**src/rtl/seq_div_pkg.sv**
```systemverilog
// seq_div_pkg: shared FSM states, default width and counter sizing for the sequential divider
package seq_div_pkg;
  typedef enum logic [1:0] {IDLE, CALC, DONE} state_t;
  localparam int DEF_WIDTH = 8;
  function automatic int clog2(input int v);
    int r;
    r = 1;
    while ((1 << r) < v) r++;
    return r;
  endfunction
endpackage

```
**src/rtl/seq_div_step.sv**
```systemverilog
// seq_div_step: one combinational restoring-division step producing the next remainder and quotient bit
module seq_div_step
  import seq_div_pkg::*;
#(
  parameter int WIDTH = DEF_WIDTH
) (
  input  logic [WIDTH-1:0] rem,
  input  logic             q_msb,
  input  logic [WIDTH-1:0] divisor,
  output logic [WIDTH-1:0] rem_next,
  output logic             q_bit
);
  logic [WIDTH:0] shifted;
  always_comb begin
    shifted  = {rem, q_msb};
    q_bit    = shifted >= {1'b0, divisor};
    rem_next = q_bit ? shifted[WIDTH-1:0] - divisor : shifted[WIDTH-1:0];
  end
endmodule

```
**src/rtl/seq_div8.sv**
```systemverilog
// seq_div8: iterative unsigned restoring divider with valid/ready handshakes on operands and results
module seq_div8
  import seq_div_pkg::*;
#(
  parameter int WIDTH = DEF_WIDTH
) (
  input  logic             clk,
  input  logic             rst,
  input  logic             in_valid,
  output logic             in_ready,
  input  logic [WIDTH-1:0] dividend,
  input  logic [WIDTH-1:0] divisor,
  output logic             out_valid,
  input  logic             out_ready,
  output logic [WIDTH-1:0] quotient,
  output logic [WIDTH-1:0] remainder,
  output logic             div_by_zero
);
  localparam int CW = clog2(WIDTH);
  state_t           state;
  logic [WIDTH-1:0] dvs;
  logic [CW-1:0]    cnt;
  logic [WIDTH-1:0] rem_next;
  logic             q_bit;
  seq_div_step #(.WIDTH(WIDTH)) u_step (
    .rem      (remainder),
    .q_msb    (quotient[WIDTH-1]),
    .divisor  (dvs),
    .rem_next (rem_next),
    .q_bit    (q_bit)
  );
  assign in_ready = state == IDLE;
  always_ff @(posedge clk) begin
    if (rst) begin
      state       <= IDLE;
      dvs         <= '0;
      cnt         <= '0;
      quotient    <= '0;
      remainder   <= '0;
      div_by_zero <= 1'b0;
      out_valid   <= 1'b0;
    end else begin
      case (state)
        IDLE: if (in_valid) begin
          dvs <= divisor;
          if (divisor == '0) begin
            state       <= DONE;
            quotient    <= '1;
            remainder   <= dividend;
            div_by_zero <= 1'b1;
          end else begin
            state     <= CALC;
            quotient  <= dividend;
            remainder <= '0;
            cnt       <= CW'(WIDTH - 1);
          end
        end
        CALC: begin
          remainder <= rem_next;
          quotient  <= {quotient[WIDTH-2:0], q_bit};
          if (cnt == '0) begin
            state     <= DONE;
            out_valid <= 1'b1;
          end else cnt <= cnt - 1'b1;
        end
        DONE: if (out_valid && out_ready) begin
          state       <= IDLE;
          out_valid   <= 1'b0;
          div_by_zero <= 1'b0;
        end else out_valid <= 1'b1;
        default: state <= IDLE;
      endcase
    end
  end
endmodule

```
**config.mk**
```make
export PLATFORM = sky130hd
export DESIGN_NAME = seq_div8
export DESIGN_NICKNAME = d
export VERILOG_FILES = /design/src/rtl/seq_div_pkg.sv /design/src/rtl/seq_div_step.sv /design/src/rtl/seq_div8.sv
export SDC_FILE = /design/constraint.sdc
export NUM_CORES = 1
export LEC_CHECK = 0
export BUFFER_PORTS_ARGS = -buffer_cell sky130_fd_sc_hd__buf_2
export CAP_MARGIN = 20
export CORE_MARGIN = 10
export CORE_UTILIZATION = 25
export DETAILED_ROUTE_END_ITERATION = 8
export GPL_TIMING_DRIVEN = 0
export PLACE_DENSITY = 0.46
export SETUP_SLACK_MARGIN = 0.3
export SLEW_MARGIN = 20
export SYNTH_ARGS = -nofsm -noshare
export SYNTH_HDL_FRONTEND = slang
export SYNTH_SLANG_ARGS = --single-unit
```
**constraint.sdc**
```tcl
create_clock -name clk -period 3.1 [get_ports clk]
set_clock_uncertainty 0.1 [all_clocks]
set_input_delay 0 -clock clk [delete_from_list [all_inputs] [get_ports clk]]
set_output_delay 0 -clock clk [all_outputs]
set_load 0.02 [all_outputs]
```
==> results_dict.tcl, run 1 <==
set metrics [dict create \
    synthAdderAreaFrac_pct 7.60 \
    async_flop_share_pct 0 \
    drtIter0Drc 50 \
    cts_resized 0 \
    synthCells 242 \
    grt_antenna_before_repair 0 \
    clk_pin_slew_ns 0.07 \
    synth_xor_area_share_pct 1.83 \
    num_antenna_cells 0 \
    ios 39 \
    track_usage_pct 10.4 \
    synth.area.mux_share_pct 1.57 \
    port-buffer-count 37 \
    nets 333 \
    ys.flop_type "dfxtp_1" \
    cts_buffer_depth 2 \
    cts_setup_buffers 0 \
    r2r-start "quotient[7]" \
    crit_start "quotient[7]" \
    n_fill_cell 787 \
    routed-via-count 1913 \
    synth_top_family_by_area "simple AND/OR/NAND/NOR gates" \
    fp-row-count 31 \
    fmax_mhz 420 \
    synth_compound_area_share_pct 23.1 \
    final_cell_mix "41 x buf_2, 31 x dfxtp_1, 28 x nand2_1" \
    yosysWarnings 0 \
    rsz0062_at_grt "no" \
    routabilityCongestion 0.749 \
    wl_per_cell_um 15.3 \
    wirelength_um 6130 \
    yosysSeqAreaShare_pct 32.5 \
    fin_setup_tns_ns 0 \
    grt-ovfl-total 0 \
    setup.worst_path.class "flip-flop to flip-flop" \
    grt_max_degree 11 \
    yosys.area_share.simple_pct 26.5 \
    r2r_setup_slack_ns 0.72 \
    worstPathRequired_ns 3.21 \
    start_util_pct 26.1 \
    ant_nets 0 \
    critPathLaunchType "flip-flop" \
    layout_commonest_cell "buf_2" \
    status "finished, final reports clean" \
    first_pass_iters 4 \
    hpwl_um 4790 \
    power_density_mw_per_mm2 691 \
    drc_errors 0 \
    die_area_mm2 0.0115 \
    htree_levels 2 \
    hold_viol_final 0 \
    drv_cap 0 \
    ir_worst_vdd_v 0.000183 \
    layout-drive-gt1-share_pct 20.5 \
    relSlewSlack_pct 64.3 \
    synth_nets 273 \
    worst_pin_slew_ns 0.535 \
    cts_buffers 5 \
    clk_latency_ns 0.28 \
    grt_pass1_vias 1915 \
    placed_cell_area_mm2 0.00222 \
    cts.sinks 31 \
    cts_tree "done" \
    period_needed_ns 2.38 \
    final-setup-viol-count 0 \
    crit_fanout 3 \
    cts_hold_buf 16 \
    hold_class "input port to flip-flop" \
    avgSynthCellArea_um2 7.89 \
    grt_pass1_wl_um 9910 \
    drv_slew 0 \
    via_per_inst 4.76 \
    crit_end "remainder[6]" \
    r2r-end "remainder[6]" \
    synthDistinctLibCells 51 \
    fin_crit_sh_pct 76.7 \
    cp_data_arrival_time_ns 2.49 \
    post-route-cell-area_mm2 0.00250 \
    die_x_um 107 \
    synth-edff-count 0 \
    rr_worst_depth 8 \
    synthesis.area_mm2 0.00191 \
    ctsRootBufferMaster "clkbuf_8" \
    yosys_register_bits 31 \
    power.leakage_nw 1.03 \
    areaGrowthSynthToFinish_pct 30.7 \
    core_mm2 0.00733 \
    worstSetupEndpointType "flip-flop" \
    die_h_um 107 \
]
-- cells in the mapped netlist (2+ instances only) --
cell      count  area [µm²]
a211oi_1      4        30.0
a21oi_1      27         135
a311oi_1      5        43.8
a31oi_1       5        31.3
and2_1        3        18.8
buf_2         4        20.0
buf_6         2        22.5
clkbuf_1      6        22.5
dfxtp_1      31         621
ha_1         10         125
inv_1        14        52.6
mux2i_1       3        30.0
nand2_1      28         105
nand2b_1      7        43.8
nand3_1       8        40.0
nand4_1       3        18.8
nor2_1       16        60.1
nor2b_1       5        31.3
nor3_1        6        30.0
nor4_2        2        25.0
o211ai_1      3        22.5
o21ai_0       6        30.0
o21ai_1       2        10.0
o221ai_1      5        43.8
or3_1         9        56.3
xor2_1        3        26.3
-- stage by stage --
stage | hold slack [ns] | utilization [%] | power (mW) | worst slack, ns | std cells
global placement | 0.135 | 30.3 | 1.29 | 0.759 | 378
CTS | 0.00413 | 34.1 | 1.75 | 0.688 | 402
finish | 0.0101 | 34.1 | 1.73 | 0.721 | 402
detailed placement | 0.125 | 30.3 | 1.30 | 0.706 | 378
floorplan | 0.0161 | - | 1.08 | 0.877 | 242
global route | 0.0331 | 34.1 | 1.85 | 0.574 | 402
-- worst max-delay path, cell delays in order, from the launching register on --
cell and delay [ns]:
dfxtp_1 0.36, inv_1 0.07, ha_1 0.22, fa_1 0.41
nand2b_1 0.20, a2111oi_0 0.37, a211oi_1 0.10, or3_1 0.35
a41oi_2 0.13
-- flip-flops by register name (all words and copies together) (netlist names) --
signal       flops
cnt              3
div_by_zero      1
dvs              8
out_valid        1
quotient         8
remainder        8
state            2
-- per-layer routing --
layer  track usage (%)  share of wire (%)  up-vias
met5                 0                  0        -
met4              2.29               0.60        0
met3              2.81                4.6        4
met2              16.3                 45       42
met1              14.0                 50      877
li1                  -                  -      990
-- layout make-up --
class	count	area, µm²	area share [%]
flip-flops and latches	31	621	24.8
well taps	99	124	4.96
inverters	15	56.3	2.25
clock inverters	2	35.0	1.40
multi-input cells	182	1160	46.3
repair buffers	53	345	13.8
clock buffers	6	82.6	3.31
plain buffers	14	76.3	3.06
-- worst min-delay path by stage --
| stage | from | depth (start not counted) | slack [ns] | endpoint |
|---|---|---|---|---|
| 2_1_floorplan | out_ready | 1 | 0.02 | div_by_zero |
| 3_5_place_dp | out_ready | 2 | 0.12 | div_by_zero |
| 5_1_grt | dividend[5] | 4 | 0.03 | remainder[5] |
| 3_3_place_gp | out_ready | 2 | 0.14 | div_by_zero |
| 4_1_cts | in_valid | 3 | 0.004 | state[0] |
| 6_report | in_valid | 3 | 0.01 | state[0] |
-- cells by family (layout without fill, tap and decap cells) --
group | Yosys count | after routing
AO/OA/AOI/OAI | 67 | 67
XOR/XNOR | 4 | 4
adder cells (fa/ha/maj) | 11 | 11
buffers and inverters | 29 | 90
flip-flops | 31 | 31
multiplexers | 3 | 3
AND/OR/NAND/NOR | 97 | 97
-- power by group --
part	switching, mW	internal [mW]
Sequential	0.0598	0.463
Combinational	0.464	0.317
Clock	0.163	0.260
Total	0.687	1.04
No activity file was read; power rests on OpenSTA's default activity.
==> run 2, diff against run 1 <==
clock period = 2.38 ns   (was 3.1 ns; I/O delays follow)
==> results_dict.tcl, run 2 (synthesis results as in run 1) <==
set metrics [dict create \
    status "finished, final reports clean" \
    worstPathRequired_ns 2.48 \
    rr_worst_depth 8 \
    cts_buffers 5 \
    port-buffer-count 37 \
    routabilityCongestion 0.750 \
    num_antenna_cells 0 \
    period_needed_ns 2.06 \
    areaGrowthSynthToFinish_pct 38.5 \
    ctsRootBufferMaster "clkbuf_8" \
    die_area_mm2 0.0115 \
    ant_nets 0 \
    hpwl_um 4660 \
    placed_cells 378 \
    r2r-end "remainder[6]" \
    hold_class "input port to flip-flop" \
    min_delay_path_depth 3 \
    fp-row-count 31 \
    r2r-start "quotient[7]" \
    drv_cap 0 \
    fin_setup_tns_ns 0 \
    critPathLaunchType "flip-flop" \
    via_per_inst 4.77 \
    setup.worst_path.class "flip-flop to flip-flop" \
    cts_tree "done" \
    drc_errors 0 \
    grt_max_degree 11 \
    cp_data_arrival_time_ns 2.16 \
    layout_commonest_cell "buf_2" \
    relSlewSlack_pct 60.0 \
    worstSetupEndpointType "flip-flop" \
    grt-ovfl-total 0 \
    die_h_um 107 \
    grt_pass1_vias 1964 \
    drv_slew 0 \
    rsz0062_at_grt "yes" \
    final_cell_mix "41 x buf_2, 28 x nand2_1, 26 x a21oi_1" \
    clk_pin_slew_ns 0.07 \
    n_fill_cell 790 \
    holdCritStartpoint "in_valid" \
    fin_crit_sh_pct 86.4 \
    cts_buffer_depth 2 \
    cts.sinks 31 \
    routed-via-count 1954 \
    grt_pass1_wl_um 9880 \
    core_mm2 0.00733 \
    final-setup-viol-count 0 \
    cp_cell_sequence "inv_2 -> ha_4 -> fa_2 -> nand2b_4 -> a2111oi_4 -> a211oi_2 -> or3_1 -> a41oi_2" \
    final_util_pct 36.1 \
    worst_pin_slew_ns 0.599 \
    ir_worst_vdd_v 0.000239 \
    r2r_setup_slack_ns 0.32 \
    hold_viol_final 0 \
    clk_latency_ns 0.29 \
    fmax_mhz 486 \
    crit_fanout 3 \
    holdPathEnd "state[0]" \
    power_density_mw_per_mm2 863 \
    nets 341 \
    final_cells 410 \
    htree_levels 2 \
    track_usage_pct 10.7 \
    cp.buffers_inverters 1 \
    grt_antenna_before_repair 0 \
    layout-drive-gt1-share_pct 28.6 \
    slowest_delay_ns 0.33 \
    ios 39 \
    die_x_um 107 \
    slowest_stage "dfxtp_2" \
    first_pass_iters 4 \
    power.leakage_nw 1.06 \
    reg_top3 "dvs (8), quotient (8), remainder (8)" \
    drtIter0Drc 73 \
    wl_per_cell_um 15.2 \
    start_util_pct 26.1 \
    path_delay_family "compound AO/OA/AOI/OAI gates" \
    wirelength_um 6240 \
]
## run 2: cell count changes in the layout (fill, tap and decap cells not counted), moves of 3 or more
cell,change
dfxtp_1,-6
ha_1,-5
a211oi_2,+3
ha_4,+5
a211oi_1,-3
dfxtp_2,+6
buf_4,+8
## run 2: layer usage
layer / global-route usage [%] / vias up / part of all wire [%]
li1: - / 1006 / -
met1: 13.2 / 901 / 46
met2: 17.8 / 39 / 48
met3: 3.29 / 8 / 4.7
met4: 2.86 / 0 / 1.1
met5: 0 / - / 0
## run 2: per-stage QoR
stage | power (mW) | area (µm²) | setup slack [ns] | hold WS [ns]
final | 2.28 | 2650 | 0.323 | 0.0108
after global routing | 2.47 | 2650 | 0.222 | 0.0255
after CTS | 2.19 | 2520 | 0.273 | 0.00755
after detailed placement | 1.70 | 2230 | 0.130 | 0.129
after global placement | 1.70 | 2230 | 0.143 | 0.134
after floorplan | 1.43 | 1930 | 0.301 | 0.0161
## run 2: report_power, final
part | switching, mW | internal, mW | total, mW
Sequential | 0.0830 | 0.608 | 0.691
Clock | 0.205 | 0.204 | 0.409
Combinational | 0.653 | 0.532 | 1.19
## run 2: area by class of cell
type	count	area, µm²	area share (%)
inverter	15	56.3	2.13
buffer	14	76.3	2.88
clock buffer	6	72.6	2.74
multi-input combinational	182	1270	48.0
sequential	31	628	23.7
clock inverter	2	12.5	0.473
tap	99	124	4.68
timing repair buffer	61	405	15.3
## run 2: how the worst max path moves through the flow
stage / cells past startpoint / endpoint / start
floorplan: 8 / remainder[6] / quotient[7]
global placement: 8 / remainder[6] / quotient[7]
detailed placement: 8 / remainder[6] / quotient[7]
CTS: 7 / remainder[4] / remainder[6]
global route: 8 / remainder[6] / quotient[7]
finish: 8 / remainder[6] / quotient[7]
## run 2: worst reg2reg max path: cells and delay by family, from the launching register on
kind / cells / cell delay (ns)
buffers and inverters: 1 / 0.05
adder cells (fa/ha/maj): 2 / 0.49
AND/OR/NAND/NOR: 2 / 0.49
AO/OA/AOI/OAI: 3 / 0.50
flip-flops: 1 / 0.33
## run 2: timing repair
item,4_1_cts,5_1_grt
pin swaps,0,2
gates resized for setup,7,16
hold buffers,16,0
setup buffers,2,6
endpoints found under the hold margin,20,0
endpoints found under the setup margin,6,9
==> run 3, diff against run 2 <==
ABC_AREA = 1   (was unset)
CAP_MARGIN = unset   (was 20)
GPL_TIMING_DRIVEN = unset   (was 0)
PLACE_DENSITY = 0.45   (was 0.46)
==> results_dict.tcl, run 3 <==
set metrics [dict create \
    status "finished, final reports clean" \
    final_util_pct 33.6 \
    yosys_register_bits 31 \
    htree_levels 2 \
    pre_cts_ws_ns 0.331 \
    synthesis.area_mm2 0.00197 \
    rsz0062_at_grt "no" \
    grt-ovfl-total 0 \
    wirelength_um 5960 \
    hold_class "input port to flip-flop" \
    async_flop_share_pct 0 \
    grt_pass1_vias 2049 \
    synth_common_cells "51 x nand2_1, 48 x inv_1, 31 x dfxtp_1" \
    grt_pass1_wl_um 9920 \
    avgSynthCellArea_um2 6.88 \
    synth-edff-count 0 \
    cts_tree "done" \
    drv_slew 0 \
    final_cell_mix "51 x nand2_1, 48 x inv_1, 38 x buf_2" \
    cts.sinks 31 \
    hold_viol_final 0 \
    drv_cap 0 \
    fmax_mhz 512 \
    power.leakage_nw 1.23 \
    crit_path_frequent_cell "nand2_1" \
    holdCritStartpoint "dividend[5]" \
    fin_setup_tns_ns 0 \
    cts_buffer_depth 2 \
    ant_nets 0 \
    final_cells 446 \
    critPathLaunchType "flip-flop" \
    whs_ns 0.0240 \
    ys.flop_type "dfxtp_1" \
    fp-row-count 32 \
    synth_area_leaders "dfxtp_1 32%, nand2_1 9.7%, inv_1 9.2%" \
    layout_commonest_cell "nand2_1" \
    holdPathEnd "quotient[5]" \
    routabilityCongestion 0.827 \
    first_pass_iters 4 \
    multi_input_area_mm2 0.00115 \
    power_density_mw_per_mm2 766 \
    period_needed_ns 1.95 \
    yosysTopAreaCell "dfxtp_1" \
    r2r-start "state[1]" \
    hpwl_um 4500 \
    start_util_pct 25.6 \
    slowest_delay_ns 0.57 \
    synthCells 286 \
    port-buffer-count 38 \
    die_area_mm2 0.0118 \
    track_usage_pct 10.4 \
    via_per_inst 4.49 \
    die_x_um 109 \
    ios 39 \
    r2r-end "dvs[0]" \
    drc_errors 0 \
    synth_top_area_share_pct 31.6 \
    seqCellArea_um2 621 \
    wl_per_cell_um 13.4 \
    setup.worst_path.class "flip-flop to flip-flop" \
    die_h_um 109 \
    grt_max_degree 24 \
    drtIter0Drc 112 \
    relSlewSlack_pct 55.1 \
    areaGrowthSynthToFinish_pct 31.4 \
    cp_data_arrival_time_ns 2.02 \
    grt_antenna_before_repair 0 \
    rr_worst_depth 8 \
    cp_cell_sequence "inv_2 -> nand2_1 -> nor2_4 -> buf_4 -> inv_1 -> nand2_1 -> a21oi_1 -> dlygate4sd3_1" \
    yosysSeqAreaShare_pct 31.6 \
    ctsRootBufferMaster "clkbuf_8" \
    worst_pin_slew_ns 0.672 \
    crit_fanout 13 \
    total_power_mw 1.98 \
    synthDistinctLibCells 35 \
    worstPathRequired_ns 2.45 \
    synth.most_common_cell "nand2_1" \
    layout-drive-gt1-share_pct 21.8 \
    n_fill_cell 868 \
    slowest_stage "dlygate4sd3_1" \
    yosysWarnings 0 \
    fin_ws_ns 0.426 \
    reg_top3 "dvs (8), quotient (8), remainder (8)" \
    post-route-cell-area_mm2 0.00258 \
    synth_nets 317 \
    num_antenna_cells 0 \
    min_delay_path_depth 5 \
    nets 374 \
    clk_latency_ns 0.29 \
    r2r_setup_slack_ns 0.43 \
    routed-via-count 2004 \
    placed_cells 419 \
    worstSetupEndpointType "flip-flop" \
    ir_worst_vdd_v 0.000335 \
    fin_crit_sh_pct 82.1 \
    clk_pin_slew_ns 0.07 \
    cts_buffers 5 \
    placed_cell_area_mm2 0.00225 \
    final-setup-viol-count 0 \
    core_mm2 0.00769 \
]
run 3: worst max-delay path by stage:
stage	startpoint	endpoint	slack [ns]	cells after the start
2_1_floorplan	remainder[3]	remainder[5]	0.56	10
3_3_place_gp	remainder[1]	remainder[2]	0.37	10
3_5_place_dp	remainder[1]	remainder[2]	0.33	10
4_1_cts	remainder[1]	remainder[7]	0.32	11
5_1_grt	dvs[4]	remainder[7]	0.28	10
6_report	state[1]	dvs[0]	0.43	8
run 3: cell type report:
cell class                 count  area share, %
clock buffer                   8           3.87
multi-input combinational    194           44.5
sequential                    31           24.0
inverter                      52           7.55
tap                          102           4.94
timing repair buffer          59           15.1
run 3: cell families after synthesis:
| kind of cell | Yosys count | share of synthesized area [%] |
|---|---|---|
| fa+ha+maj | 11 | 7.38 |
| flops | 31 | 31.6 |
| xor+xnor | 4 | 1.78 |
| simple gates | 104 | 25.0 |
| compound gates | 74 | 21.6 |
| buf+inv | 62 | 12.7 |
run 3: worst max-delay path: cells and delay by family (launching register included):
kind                   cells  cell delay, ns
AOI/OAI and AO/OA          1            0.06
buffers and inverters      4            1.01
DFF                        1            0.31
and+or+nand+nor            3            0.36
run 3: timing repair:
item | 4_1_cts | 5_1_grt
resized for setup | 0 | 7
setup endpoints to repair | 0 | 10
endpoints found under the hold margin | 22 | 0
buffers inserted | 0 | 1
hold buffers | 17 | 0
run 3: per-layer routing:
metal	share of wire [%]	routed length, µm	track usage (%)	vias up
li1	-	-	-	1057
met1	48	2850	12.9	902
met2	47	2790	16.9	40
met3	4.7	279	3.01	5
met4	0.67	40	3.58	0
met5	0	0	0	-
run 3: power breakdown:
| group | internal (mW) | switching [mW] |
|---|---|---|
| Sequential | 0.586 | 0.0484 |
| Combinational | 0.321 | 0.551 |
| Clock | 0.264 | 0.208 |
